### src/rtl/multdiv_issue_ctrl_pkg.sv
// Shared definitions for the execute-stage mult/div issue controller:
// opcodes, FSM state encoding and writeback exception codes.
package multdiv_issue_ctrl_pkg;

  localparam logic [4:0] OP_MULT = 5'd6;
  localparam logic [4:0] OP_DIV  = 5'd7;

  typedef enum logic [2:0] {
    ST_IDLE  = 3'd0,
    ST_START = 3'd1,
    ST_WAIT  = 3'd2,
    ST_DONE  = 3'd3,
    ST_DRAIN = 3'd4
  } state_e;

  typedef enum logic [1:0] {
    EXC_NONE    = 2'd0,
    EXC_MULT    = 2'd1,
    EXC_DIV     = 2'd2,
    EXC_TIMEOUT = 2'd3
  } exc_e;

  function automatic logic is_md_op(input logic [4:0] op);
    return (op == OP_MULT) || (op == OP_DIV);
  endfunction

endpackage

### src/rtl/multdiv_issue_ctrl_md_timeout_counter.sv
// Wait-cycle counter shared by the WAIT and DRAIN states; hit flags the
// cycle in which the count has reached TIMEOUT.
module md_timeout_counter #(
  parameter int TIMEOUT = 40,
  parameter int CNT_W   = 6
) (
  input  logic             clock,
  input  logic             reset_n,
  input  logic             clear,
  input  logic             enable,
  output logic [CNT_W-1:0] count,
  output logic             hit
);

  localparam logic [CNT_W-1:0] LIMIT = CNT_W'(TIMEOUT);

  logic [CNT_W-1:0] r_count;

  always_ff @(posedge clock or negedge reset_n) begin
    if (!reset_n) begin
      r_count <= '0;
    end else if (clear) begin
      r_count <= '0;
    end else if (enable) begin
      r_count <= r_count + 1'b1;
    end
  end

  assign count = r_count;
  assign hit   = (r_count == LIMIT);

endmodule

### src/rtl/multdiv_issue_ctrl.sv
// Execute-stage sequencer for the multi-cycle mult/div unit: issues start
// pulses, stalls the pipeline, and hands the result or exception to writeback.
module multdiv_issue_ctrl
  import multdiv_issue_ctrl_pkg::*;
#(
  parameter int TIMEOUT = 40,
  parameter int CNT_W   = 6
) (
  input  logic             clock,
  input  logic             reset_n,
  input  logic             ex_valid,
  input  logic [4:0]       ex_opcode,
  input  logic [4:0]       ex_rd,
  input  logic             flush,
  input  logic [31:0]      md_result,
  input  logic             md_ready,
  input  logic             md_exception,
  output logic             md_mult,
  output logic             md_div,
  output logic             stall,
  output logic             busy,
  output logic             wb_valid,
  output logic [4:0]       wb_rd,
  output logic [31:0]      wb_data,
  output logic [1:0]       wb_exc_code,
  output logic [2:0]       dbg_state,
  output logic [CNT_W-1:0] dbg_wait_cnt
);

  // Handshake: start pulses are single-cycle requests with no ready; the unit
  // answers with md_ready, which is only honoured in WAIT and DRAIN.
  state_e      r_state, w_next;
  logic        r_op_div;
  logic [4:0]  r_rd;
  logic        r_md_mult, r_md_div;
  logic        r_wb_valid;
  logic [4:0]  r_wb_rd;
  logic [31:0] r_wb_data;
  logic [1:0]  r_wb_exc;

  logic        w_is_md, w_accept, w_issue, w_op_div;
  logic        w_cap_en;
  logic [1:0]  w_cap_exc;
  logic [31:0] w_cap_data;
  logic        w_cnt_clear, w_cnt_en, w_hit;
  logic [CNT_W-1:0] w_count;

  assign w_is_md  = is_md_op(ex_opcode);
  assign w_op_div = (ex_opcode == OP_DIV);
  assign w_accept = ex_valid & w_is_md & ~flush;
  assign w_issue  = (r_state == ST_IDLE) & w_accept;

  assign w_cnt_clear = (r_state == ST_START);
  assign w_cnt_en    = (r_state == ST_WAIT) | (r_state == ST_DRAIN);

  md_timeout_counter #(
    .TIMEOUT (TIMEOUT),
    .CNT_W   (CNT_W)
  ) u_timeout (
    .clock   (clock),
    .reset_n (reset_n),
    .clear   (w_cnt_clear),
    .enable  (w_cnt_en),
    .count   (w_count),
    .hit     (w_hit)
  );

  always_comb begin
    w_next     = r_state;
    w_cap_en   = 1'b0;
    w_cap_exc  = EXC_NONE;
    w_cap_data = '0;
    case (r_state)
      ST_IDLE:  if (w_accept) w_next = ST_START;
      ST_START: w_next = flush ? ST_DRAIN : ST_WAIT;
      ST_WAIT: begin
        // A flush that coincides with completion has nothing left to drain.
        if (flush) begin
          w_next = (md_ready | w_hit) ? ST_IDLE : ST_DRAIN;
        end else if (md_ready) begin
          w_next   = ST_DONE;
          w_cap_en = 1'b1;
          if (md_exception) w_cap_exc = r_op_div ? EXC_DIV : EXC_MULT;
          else              w_cap_data = md_result;
        end else if (w_hit) begin
          w_next    = ST_DONE;
          w_cap_en  = 1'b1;
          w_cap_exc = EXC_TIMEOUT;
        end
      end
      ST_DONE:  w_next = ST_IDLE;
      ST_DRAIN: if (md_ready | w_hit) w_next = ST_IDLE;
      default:  w_next = ST_IDLE;
    endcase
  end

  always_ff @(posedge clock or negedge reset_n) begin
    if (!reset_n) begin
      r_state    <= ST_IDLE;
      r_op_div   <= 1'b0;
      r_rd       <= '0;
      r_md_mult  <= 1'b0;
      r_md_div   <= 1'b0;
      r_wb_valid <= 1'b0;
      r_wb_rd    <= '0;
      r_wb_data  <= '0;
      r_wb_exc   <= '0;
    end else begin
      r_state    <= w_next;
      r_md_mult  <= w_issue & ~w_op_div;
      r_md_div   <= w_issue & w_op_div;
      r_wb_valid <= w_cap_en;
      if (w_issue) begin
        r_op_div <= w_op_div;
        r_rd     <= ex_rd;
      end
      if (w_cap_en) begin
        r_wb_rd   <= r_rd;
        r_wb_data <= w_cap_data;
        r_wb_exc  <= w_cap_exc;
      end
    end
  end

  // Stall drops in DONE so the pipeline advances alongside the wb strobe;
  // gated by reset so every output reads 0 while reset is held.
  assign stall = reset_n & (w_issue | (r_state == ST_START) | (r_state == ST_WAIT) |
                            ((r_state == ST_DRAIN) & ex_valid & w_is_md));

  assign busy         = (r_state != ST_IDLE);
  assign md_mult      = r_md_mult;
  assign md_div       = r_md_div;
  assign wb_valid     = r_wb_valid;
  assign wb_rd        = r_wb_rd;
  assign wb_data      = r_wb_data;
  assign wb_exc_code  = r_wb_exc;
  assign dbg_state    = r_state;
  assign dbg_wait_cnt = w_count;

endmodule
### config.mk
export PLATFORM = sky130hd
export DESIGN_NAME = multdiv_issue_ctrl
export DESIGN_NICKNAME = d
export VERILOG_FILES = /design/src/rtl/multdiv_issue_ctrl_pkg.sv /design/src/rtl/multdiv_issue_ctrl_md_timeout_counter.sv /design/src/rtl/multdiv_issue_ctrl.sv
export SDC_FILE = /design/constraint.sdc
export NUM_CORES = 1
export LEC_CHECK = 0
export ABC_CLOCK_PERIOD_IN_PS = 4700
export CORE_UTILIZATION = 42
export CTS_BUF_LIST = sky130_fd_sc_hd__clkbuf_4
export CTS_CLUSTER_SIZE = 14
export DETAILED_ROUTE_END_ITERATION = 7
export PLACE_DENSITY = 0.79
export SLEW_MARGIN = 5
export SYNTH_ARGS = -nofsm -noshare
export SYNTH_HDL_FRONTEND = slang
export SYNTH_SLANG_ARGS = --single-unit
### constraint.sdc
create_clock -name clock -period 4.7 [get_ports clock]
set_input_delay 1.175 -clock clock [delete_from_list [all_inputs] [get_ports clock]]
set_output_delay 1.175 -clock clock [all_outputs]
set_load 0.005 [all_outputs]
# == Word-level counts from Yosys, hierarchy flattened ==
# Cells that the tools add are included.
# word_totals
register_bits,57
out_inout_bits,53
input_bits,48
# classes
n_eq_ne,9
n_addsub,1
bitwise,15
muxes,24
reduce_logical,5
# op_table
operator,count
$mux W32,4
$mux W3,7
$mux W2,6
$mux W6,2
$pmux W3 S4,1
$eq A5 B3 Y1 const B,2
$and A1 B1 Y1,8
$add A6 B1 Y6 const B,1
$eq A6 B6 Y1 const B,1
$or A1 B1 Y1,5
$mux W1,4
$ne A4 B4 Y1 const B,1
$eq A3 B1 Y1 const B,1
$eq A3 B2 Y1 const B,1
$eq A3 B3 Y1 const B,1
$logic_not A3 Y1,1
$reduce_and A3 Y1,1
$reduce_bool A3 Y1,1
$ne A2 B1 Y1 const B,1
$ne A2 B2 Y1 const B,1
$not A1 Y1,2
$reduce_bool A2 Y1,1
$logic_or A1 B1 Y1,1

# == Longest topological paths before layout ==
# Gate-level depths: netlist of the first run.
# depth
word_depth,9
ltp_mapped,8
depth_no_buf,7

# == Cells and area by module ==
# From an unflattened synthesis of the first run, not the netlist that was laid out.
# unflattened
cells_unflattened,170
hier_area_um2,2290.9
# by_module_without_submodules
module,area_each_um2,seq_area_each_um2,n_inst,cells_per_inst
multdiv_issue_ctrl,1989.4,1276.2,1,141
md_timeout_counter,301.5,150.1,1,29

# == Worst setup path before layout of the first run ==
# Ideal clock, no wire load.
# synth_timing
kind,input to output
startpoint,input port ex_opcode[4]
endpoint,output port stall
arrival_ns,1.873
stages,4
required_ns,3.525
setup_slack_ns,1.652
n_path_buf,0
cell_sequence,and4bb_2 -> nand4b_1 -> a21oi_1 -> o21a_1
# synth_between
elab_chain_len,9
elab_cells_between_ends,11
# synth_rtl
item,line,source
"start, declared",multdiv_issue_ctrl.sv:12,"input logic [4:0] ex_opcode,"
$eq A5 B3 Y1,multdiv_issue_ctrl_pkg.sv:24,return (op == OP_MULT) || (op == OP_DIV);
$logic_or A1 B1 Y1 (*),multdiv_issue_ctrl_pkg.sv:24,
$and A1 B1 Y1 (2 in series),multdiv_issue_ctrl.sv:50,assign w_accept = ex_valid & w_is_md & ~flush;
$and A1 B1 Y1,multdiv_issue_ctrl.sv:51,assign w_issue = (r_state == ST_IDLE) & w_accept;
$or A1 B1 Y1 (2 in series),multdiv_issue_ctrl.sv:127,assign stall = reset_n & (w_issue | (r_state == ST_START) | (r_state == ST_WAIT) |
$or A1 B1 Y1 (*),multdiv_issue_ctrl.sv:127,
$and A1 B1 Y1 (*),multdiv_issue_ctrl.sv:127,
"end, declared",multdiv_issue_ctrl.sv:20,"output logic stall,"
# Mark *: on every way between the ends. The rest lies on a longest branch, timed or not.

# == Worst setup path in the final report of the first run ==
# layout_timing
startpoint,input port ex_opcode[1]
endpoint,output port stall
# The elaborated chain is that of the path after synthesis.

==> results of run 1 <==
-- area by class of cell --
class | instances | area share, %
Sequential cell | 57 | 39.5
Timing Repair Buffer | 103 | 28.2
Multi-Input combinational cell | 115 | 24.1
Clock inverter | 6 | 2.95
Tap cell | 72 | 2.50
Clock buffer | 10 | 2.08
Inverter | 6 | 0.624
-- cells by family after synthesis --
family                     after synthesis  share of synthesized area [%]
adders and majority gates                2                           1.04
DFF                                     57                           59.5
and+or+nand+nor                         29                           7.20
buffers and inverters                   19                           4.44
muxes                                   10                           4.70
xor gates and xnor gates                 3                           1.10
AOI/OAI and AO/OA                       71                           22.0
-- stage by stage --
stage                     setup slack (ps)  hold slack, ps  std cells  util [%]  area, µm²
after global placement                 724             484        353      62.3       3430
after CTS                              697             516        369      65.6       3610
final                                  715             512        369      65.6       3610
after detailed placement               704             491        353      62.3       3430
after global routing                   626             530        369      65.6       3610
after floorplan                       1650             473        191         -       2400
-- layer usage --
layer | global-route usage [%] | part of all wire [%]
met4 | 9.43 | 1.1
met3 | 5.65 | 6.8
met2 | 30.4 | 48
met1 | 24.0 | 44
met5 | 0 | 0
-- flip-flops by register name (all words and copies together) (netlist names) --
name / count
wb_data: 32
wb_rd: 5
wb_valid: 1
r_op_div: 1
md_mult: 1
r_rd: 5
dbg_state: 3
md_div: 1
wb_exc_code: 2
u_timeout.count: 6
-- worst max-delay path, stage by stage --
cell and delay [ps]:
clkdlybuf4s50_1 450, and4bb_2 290, nand4b_1 110, a21oi_1 170
o21a_1 120, clkdlybuf4s50_1 490
-- power by group through the flow --
stage | Clock (µW) | Sequential [µW] | Combinational, µW
after floorplan | 0 | 606 | 95.7
after global placement | 0 | 607 | 271
after detailed placement | 0 | 612 | 275
after CTS | 457 | 602 | 277
after global routing | 481 | 612 | 295
final | 445 | 601 | 272
-- path summary, 6_finish.rpt --
| kind | cells after the start | start | end | slack, ps |
|---|---|---|---|---|
| max | 6 | ex_opcode[1] | stall | 710 |
| min | 1 | r_rd[0]$_DFFE_PN0N_ | wb_rd[0]$_DFFE_PN0P_ | 510 |
| max reg2reg | 5 | dbg_state[2]$_DFFE_PN0P_ | wb_data[7]$_DFFE_PN0P_ | 2340 |
| min reg2reg | 1 | r_rd[0]$_DFFE_PN0N_ | wb_rd[0]$_DFFE_PN0P_ | 510 |
| max in group asynchronous | 2 | reset_n | dbg_state[0]$_DFFE_PN0P_ | 3270 |
| min in group asynchronous | 2 | reset_n | u_timeout.count[5]$_DFFE_PN0P_ | 930 |
-- cells in the final DEF, fill, tap and decap left out, types with 2 or more instances in the layout --
cell,n
xor2_1,2
dfrtp_1,57
mux2_2,10
nand2_1,7
nand3_1,2
o221ai_1,2
clkdlybuf4s50_1,99
o22ai_1,3
bufinv_16,3
a21oi_1,13
o21a_1,2
o22a_1,2
inv_1,5
buf_4,3
or3_1,2
nand2b_1,3
nor2_1,4
clkbuf_4,10
a31oi_1,2
o21ai_0,6
ha_1,2
a22o_1,32
a21o_1,2
==> results.sh, run 1 <==
export IMPL_outcome="complete, no violations"
export IMPL_tns_ps=0
export IMPL_power_frac_clock_pct=33.8
export IMPL_routed_via_density=5.33
export IMPL_cp_max_fo=6
export IMPL_nets=342
export IMPL_cts_inserted_buffers=9
export IMPL_crit_arrival_ps=2810
export IMPL_drv_slew=0
export IMPL_maxCapViolations=0
export IMPL_synth_commonest_cells="57 x dfrtp_1, 32 x a22o_1, 13 x a21oi_1, 10 x mux2_2, 7 x nand2_1"
export IMPL_crit_required_ps=3520
export IMPL_drive_above_1_share_pct=11.4
export IMPL_p_per_area_nw_per_um2=365
export IMPL_syn_to_final_growth_pct=50.6
export IMPL_path_class="in -> out"
export IMPL_drc=0
export IMPL_wl_per_cell_um=14.9
export IMPL_netlist_top_cells_area="dfrtp_1 59%, a22o_1 12%, mux2_2 4.7%"
export IMPL_clkLatencyLatePin_ps=380
export IMPL_irDropWorstVdd_v=0.000234
export IMPL_p_switching_uw=304
export IMPL_grt_pass1_wl_mm=9.01
export IMPL_hold_buffers=0
export IMPL_post_synth_cell_area_avg_um2=12.6
export IMPL_htreeDepth=3
export IMPL_drtIter0Drc=102
export IMPL_worst_pin_slew_ps=714
export IMPL_setup_viol=0
export IMPL_grt_max_degree=58
export IMPL_cts_tree="done"
export IMPL_gp_congestion=0.773
export IMPL_synth_largest_area_cell="dfrtp_1"
export IMPL_syn_inst=191
export IMPL_grt_use_total_pct=19.2
export IMPL_post_cts_buffers=0
export IMPL_die_height_um=77.6
export IMPL_ios=101
export IMPL_fin_crit_ps=3990
export IMPL_rsz0062_at_grt="false"
export IMPL_antenna_found_initial=0
export IMPL_cts_resized=0
export IMPL_cts_root_buffer="clkbuf_4"
export IMPL_dieArea_um2=6010
export IMPL_overflow=0
export IMPL_pwr_share_comb_pct=20.6
export IMPL_start_util_pct=43.5
export IMPL_max_freq_ghz=0.251
export IMPL_synth_top_area_share_pct=59.5
export IMPL_vias=1967
export IMPL_power_uw=1320
export IMPL_rows=27
export IMPL_synth_edff_count=0
export IMPL_ys_seq_elements=57
export IMPL_synthArstFlopShare_pct=100
export IMPL_period_share_pct=84.8
export IMPL_syn_area_um2=2400
export IMPL_synth_yosys_seq_area_share_pct=59.5
export IMPL_antennaDiodeCount=0
export IMPL_fillers=446
export IMPL_worst_setup_path_start_kind="input pin"
export IMPL_drt_wl_total_mm=5.49
export IMPL_fin_skew_ps=20.4
export IMPL_synth_ff_type="dfrtp_1"
export IMPL_end_kind="primary output"
export IMPL_synth_warning_count=0
export IMPL_ant_nets=0
export IMPL_cts_sinks=57
export IMPL_port_buffers=100
export IMPL_yosys_cell_types_count=43
export IMPL_maxSlewHeadroom_pct=52.4
export IMPL_multi_input_area_um2=871
export IMPL_switching_share_pct=23.1
export IMPL_grt_pass1_vias=1933
export IMPL_p_int_uw=1010
export IMPL_drtPass1Iterations=6
export IMPL_core_area_um2=5510
export IMPL_synth_most_common_cell="dfrtp_1"
export IMPL_hold_viol_final=0
export IMPL_regArea_um2=1430
export IMPL_place_hpwl_mm=3.75
export IMPL_p_seq_share_pct=45.6
export IMPL_synth_nets=241
export IMPL_p_leak_uw=0.00161
export IMPL_die_w_um=77.6
export IMPL_ctsLongestPathBuffers=2
export IMPL_clk_pin_slew_ps=90
export IMPL_hp_class="reg -> reg"
Power figures use the tool's default switching activity.
==> run 2: changes to the inputs <==
ABC_CLOCK_PERIOD_IN_PS = 3500   (was 4700)
CORE_UTILIZATION = 40   (was 42)
clock period = 3.5 ns   (was 4.7 ns; I/O delays follow)
==> results.sh, run 2 (same netlist as run 1, synthesis figures left out) <==
export IMPL_hold_viol_final=0
export IMPL_grt_pass1_wl_mm=8.95
export IMPL_drc=0
export IMPL_antennaDiodeCount=0
export IMPL_outcome="complete, no violations"
export IMPL_power_uw=1540
export IMPL_routed_via_density=5.24
export IMPL_cts_root_buffer="clkbuf_4"
export IMPL_cts_tree="done"
export IMPL_crit_required_ps=2620
export IMPL_period_share_pct=96.9
export IMPL_p_per_area_nw_per_um2=436
export IMPL_max_freq_ghz=0.295
export IMPL_clkLatencyLatePin_ps=380
export IMPL_grt_max_degree=58
export IMPL_cp_max_fo=3
export IMPL_fin_crit_ps=3390
export IMPL_cts_resized=0
export IMPL_drive_above_1_share_pct=11.1
export IMPL_end_kind="primary output"
export IMPL_drt_wl_total_mm=5.49
export IMPL_ios=101
export IMPL_grt_pass1_vias=1825
export IMPL_path_class="in -> out"
export IMPL_port_buffers=100
export IMPL_largest_reg_flops=32
export IMPL_worst_pin_slew_ps=702
export IMPL_die_height_um=79.4
export IMPL_clk_pin_slew_ps=90
export IMPL_drtIter0Drc=82
export IMPL_tns_ps=0
export IMPL_hold_buffers=0
export IMPL_antenna_found_initial=0
export IMPL_ant_nets=0
export IMPL_ctsLongestPathBuffers=2
export IMPL_place_hpwl_mm=3.76
export IMPL_maxCapViolations=0
export IMPL_grt_use_total_pct=18.8
export IMPL_start_util_pct=42.5
export IMPL_post_cts_buffers=0
export IMPL_htreeDepth=3
export IMPL_final_cell_mix="99 x clkdlybuf4s50_1, 57 x dfrtp_1, 32 x a22o_1, 13 x a21oi_1, 10 x mux2_2"
export IMPL_overflow=0
export IMPL_wl_per_cell_um=14.8
export IMPL_nets=343
export IMPL_syn_to_final_growth_pct=47.7
export IMPL_rsz0062_at_grt="false"
export IMPL_cts_inserted_buffers=9
export IMPL_gp_congestion=0.779
export IMPL_worst_setup_path_start_kind="input pin"
export IMPL_drv_slew=0
export IMPL_finalNonFillerCells=370
export IMPL_layout_commonest_cell="clkdlybuf4s50_1"
export IMPL_hold_depth=1
export IMPL_hp_class="reg -> reg"
export IMPL_die_w_um=79.4
export IMPL_irDropWorstVdd_v=0.000208
export IMPL_setup_viol=0
export IMPL_drtPass1Iterations=4
export IMPL_vias=1940
export IMPL_crit_arrival_ps=2520
export IMPL_maxSlewHeadroom_pct=53.2
export IMPL_p_leak_uw=0.00158
export IMPL_rows=27
export IMPL_cts_sinks=57
export IMPL_holdWs_ps=509
export IMPL_core_area_um2=5640
export IMPL_fillers=460
export IMPL_r2r_cells=5
export IMPL_fin_skew_ps=15.4
export IMPL_dp_cells=354
export IMPL_dieArea_um2=6310
==> run 2: cell types whose count changed in the layout (fill, tap and decap cells not counted) <==
cell	change
buf_4	+1
bufinv_16	-3
clkinv_2	+1
clkbuf_4	-1
clkinv_4	+1
clkinv_1	+2
==> run 2: power breakdown <==
group | switching [µW] | total [µW] | internal, µW
registers | 64.4 | 807 | 742
logic | 112 | 365 | 253
clock network | 235 | 373 | 137
==> run 2: final timing paths <==
kind | start | end | slack [ps]
setup / recovery | ex_opcode[4] | stall | 110
hold / removal | wb_data[0]$_DFFE_PN0P_ | wb_data[0]$_DFFE_PN0P_ | 510
setup reg to reg | dbg_state[2]$_DFFE_PN0P_ | wb_data[18]$_DFFE_PN0P_ | 1110
hold reg to reg | wb_data[0]$_DFFE_PN0P_ | wb_data[0]$_DFFE_PN0P_ | 510
max in group asynchronous | reset_n | dbg_state[1]$_DFFE_PN0P_ | 2370
min in group asynchronous | reset_n | u_timeout.count[3]$_DFFE_PN0P_ | 640
==> run 2: per-stage QoR <==
stage               worst slack (ps)  utilization, %  cell area [µm²]
floorplan                       1050               -             2400
global placement                 167            60.9             3440
detailed placement              97.2            60.9             3440
CTS                             86.8            62.8             3540
global route                    25.9            62.8             3540
finish                           110            62.8             3540
==> run 2: final cells by class <==
type | instances | area [µm²] | share of cell area, %
flip-flops and latches | 57 | 1430 | 40.3
repair buffers | 104 | 1030 | 29.0
multi-input cells | 115 | 871 | 24.6
well taps | 72 | 90.1 | 2.54
clock buffers | 9 | 67.6 | 1.91
clock inverters | 7 | 37.5 | 1.06
inverters | 6 | 22.5 | 0.636
==> run 2: critical path, cell delays in order <==
cell             delay [ps]
clkdlybuf4s50_1         390
and4bb_2                320
a31oi_1                  90
nor3_1                  180
o21a_1                  160
clkdlybuf4s50_1         490
==> run 2: metal layers <==
metal | vias up | GRT usage (%) | routed length (µm)
met5 | - | 0 | 0
met4 | 0 | 10.2 | 124
met3 | 12 | 4.69 | 378
met2 | 81 | 28.0 | 2560
met1 | 925 | 25.2 | 2420
li1 | 922 | - | -
==> run 3: changes to the inputs <==
CORE_MARGIN = 3   (was unset)
==> results.sh, run 3 (same netlist as run 1, synthesis figures left out) <==
export IMPL_antenna_found_initial=0
export IMPL_rsz0062_at_grt="false"
export IMPL_grt_pass1_wl_mm=9.69
export IMPL_final_cell_mix="99 x clkdlybuf4s50_1, 57 x dfrtp_1, 32 x a22o_1, 13 x a21oi_1, 10 x mux2_2"
export IMPL_irDropWorstVdd_v=0.000264
export IMPL_layout_commonest_cell="clkdlybuf4s50_1"
export IMPL_routed_via_density=5.31
export IMPL_power_frac_clock_pct=27.7
export IMPL_nets=343
export IMPL_overflow=0
export IMPL_cts_root_buffer="clkbuf_4"
export IMPL_fin_crit_ps=3390
export IMPL_p_int_uw=1210
export IMPL_dieArea_um2=6960
export IMPL_cpPeakStageDelay_ps=490
export IMPL_hold_viol_final=0
export IMPL_worst_setup_path_start_kind="input pin"
export IMPL_grt_max_degree=58
export IMPL_crit_arrival_ps=2510
export IMPL_cp_max_fo=6
export IMPL_start_util_pct=42.5
export IMPL_largest_reg_flops=32
export IMPL_place_hpwl_mm=4.17
export IMPL_drtPass1Iterations=4
export IMPL_maxSlewHeadroom_pct=52.9
export IMPL_pwr_share_comb_pct=22.7
export IMPL_hold_buffers=0
export IMPL_ios=101
export IMPL_rrSetupSlack_ps=1270
export IMPL_grtUsageMet3_pct=5.06
export IMPL_cts_resized=0
export IMPL_die_w_um=83.4
export IMPL_fin_skew_ps=19.5
export IMPL_max_freq_ghz=0.295
export IMPL_r2r_cells=5
export IMPL_power_uw=1630
export IMPL_tns_ps=0
export IMPL_end_kind="primary output"
export IMPL_core_area_um2=5640
export IMPL_drv_slew=0
export IMPL_p_seq_share_pct=49.6
export IMPL_die_height_um=83.4
export IMPL_cts_tree="done"
export IMPL_cpMaxStageDelayCell="clkdlybuf4s50_1"
export IMPL_drive_above_1_share_pct=11.1
export IMPL_setup_viol=0
export IMPL_worst_pin_slew_ps=707
export IMPL_critical_path_top_delay_family="buffers and inverters"
export IMPL_grt_use_met2_pct=26.7
export IMPL_syn_to_final_growth_pct=48.7
export IMPL_crit_required_ps=2620
export IMPL_path_class="in -> out"
export IMPL_hp_class="reg -> reg"
export IMPL_outcome="complete, no violations"
export IMPL_cp_common_cell="clkdlybuf4s50_1"
export IMPL_maxCapViolations=0
export IMPL_worstPathCellList="clkdlybuf4s50_1 > and4bb_2 > nand4b_1 > a21oi_1 > o21a_1 > clkdlybuf4s50_1"
export IMPL_grt_use_total_pct=17.6
export IMPL_drtIter0Drc=70
export IMPL_crit_cells=6
export IMPL_switching_share_pct=26.0
export IMPL_post_cts_buffers=0
export IMPL_cts_sinks=57
export IMPL_p_leak_uw=0.00159
export IMPL_period_share_pct=96.8
export IMPL_antennaDiodeCount=0
export IMPL_cts_inserted_buffers=9
export IMPL_drc=0
export IMPL_cp_num_buf_inv=2
export IMPL_rows=27
export IMPL_met1_usage_pct=23.3
export IMPL_grt_pass1_vias=1877
export IMPL_clkLatencyLatePin_ps=400
export IMPL_drt_wl_total_mm=5.95
export IMPL_vias=1963
export IMPL_ant_nets=0
export IMPL_wl_per_cell_um=16.1
export IMPL_hold_depth=1
export IMPL_p_switching_uw=423
export IMPL_grt_busiest_layer="met2"
export IMPL_port_buffers=100
export IMPL_ctsLongestPathBuffers=2
export IMPL_p_per_area_nw_per_um2=457
export IMPL_gp_congestion=0.753
export IMPL_clk_pin_slew_ps=110
export IMPL_htreeDepth=3
-- run 3: changes by cell type in the layout (fill, tap and decap cells not counted), sizes merged --
cell and delta:
clkinvlp +1, clkinv -2, bufinv +1
-- run 3: stage by stage --
stage               std cells  setup WS, ps  utilization [%]  instance area [µm²]  hold WS (ps)
finish                    370           113             63.2                 3560           502
detailed placement        354           109             60.9                 3440           487
global placement          354           124             60.9                 3440           483
CTS                       370           103             63.2                 3560           505
global route              370          20.2             63.2                 3560           525
floorplan                 191          1050                -                 2400           473
-- run 3: cell type report --
type                            instances  area (µm²)
Clock inverter                          7        61.3
Timing Repair Buffer                  104        1030
Inverter                                6        22.5
Multi-Input combinational cell        115         871
Clock buffer                            9        67.6
Sequential cell                        57        1430
Tap cell                               72        90.1
Fill cell                             476        2080
-- run 3: worst paths after layout --
path                                             endpoint                      from
min                                  wb_rd[2]$_DFFE_PN0P_       r_rd[2]$_DFFE_PN0N_
max reg2reg                       wb_data[28]$_DFFE_PN0P_  dbg_state[2]$_DFFE_PN0P_
min in group asynchronous  u_timeout.count[0]$_DFFE_PN0P_                   reset_n
min reg2reg                          wb_rd[2]$_DFFE_PN0P_       r_rd[2]$_DFFE_PN0N_
max in group asynchronous         wb_data[14]$_DFFE_PN0P_                   reset_n
max                                                 stall              ex_opcode[4]
-- run 3: power by group through the flow --
stage	clock network (µW)	logic, µW	registers (µW)
global placement	0	364	816
global route	500	401	821
finish	451	370	808
detailed placement	0	373	820
CTS	467	376	807
floorplan	0	128	813
-- run 3: layer usage --
layer,share of wire [%],vias to the layer above
met5,0,-
met4,1.7,0
met3,5.6,8
met2,48,66
met1,44,963
li1,-,926
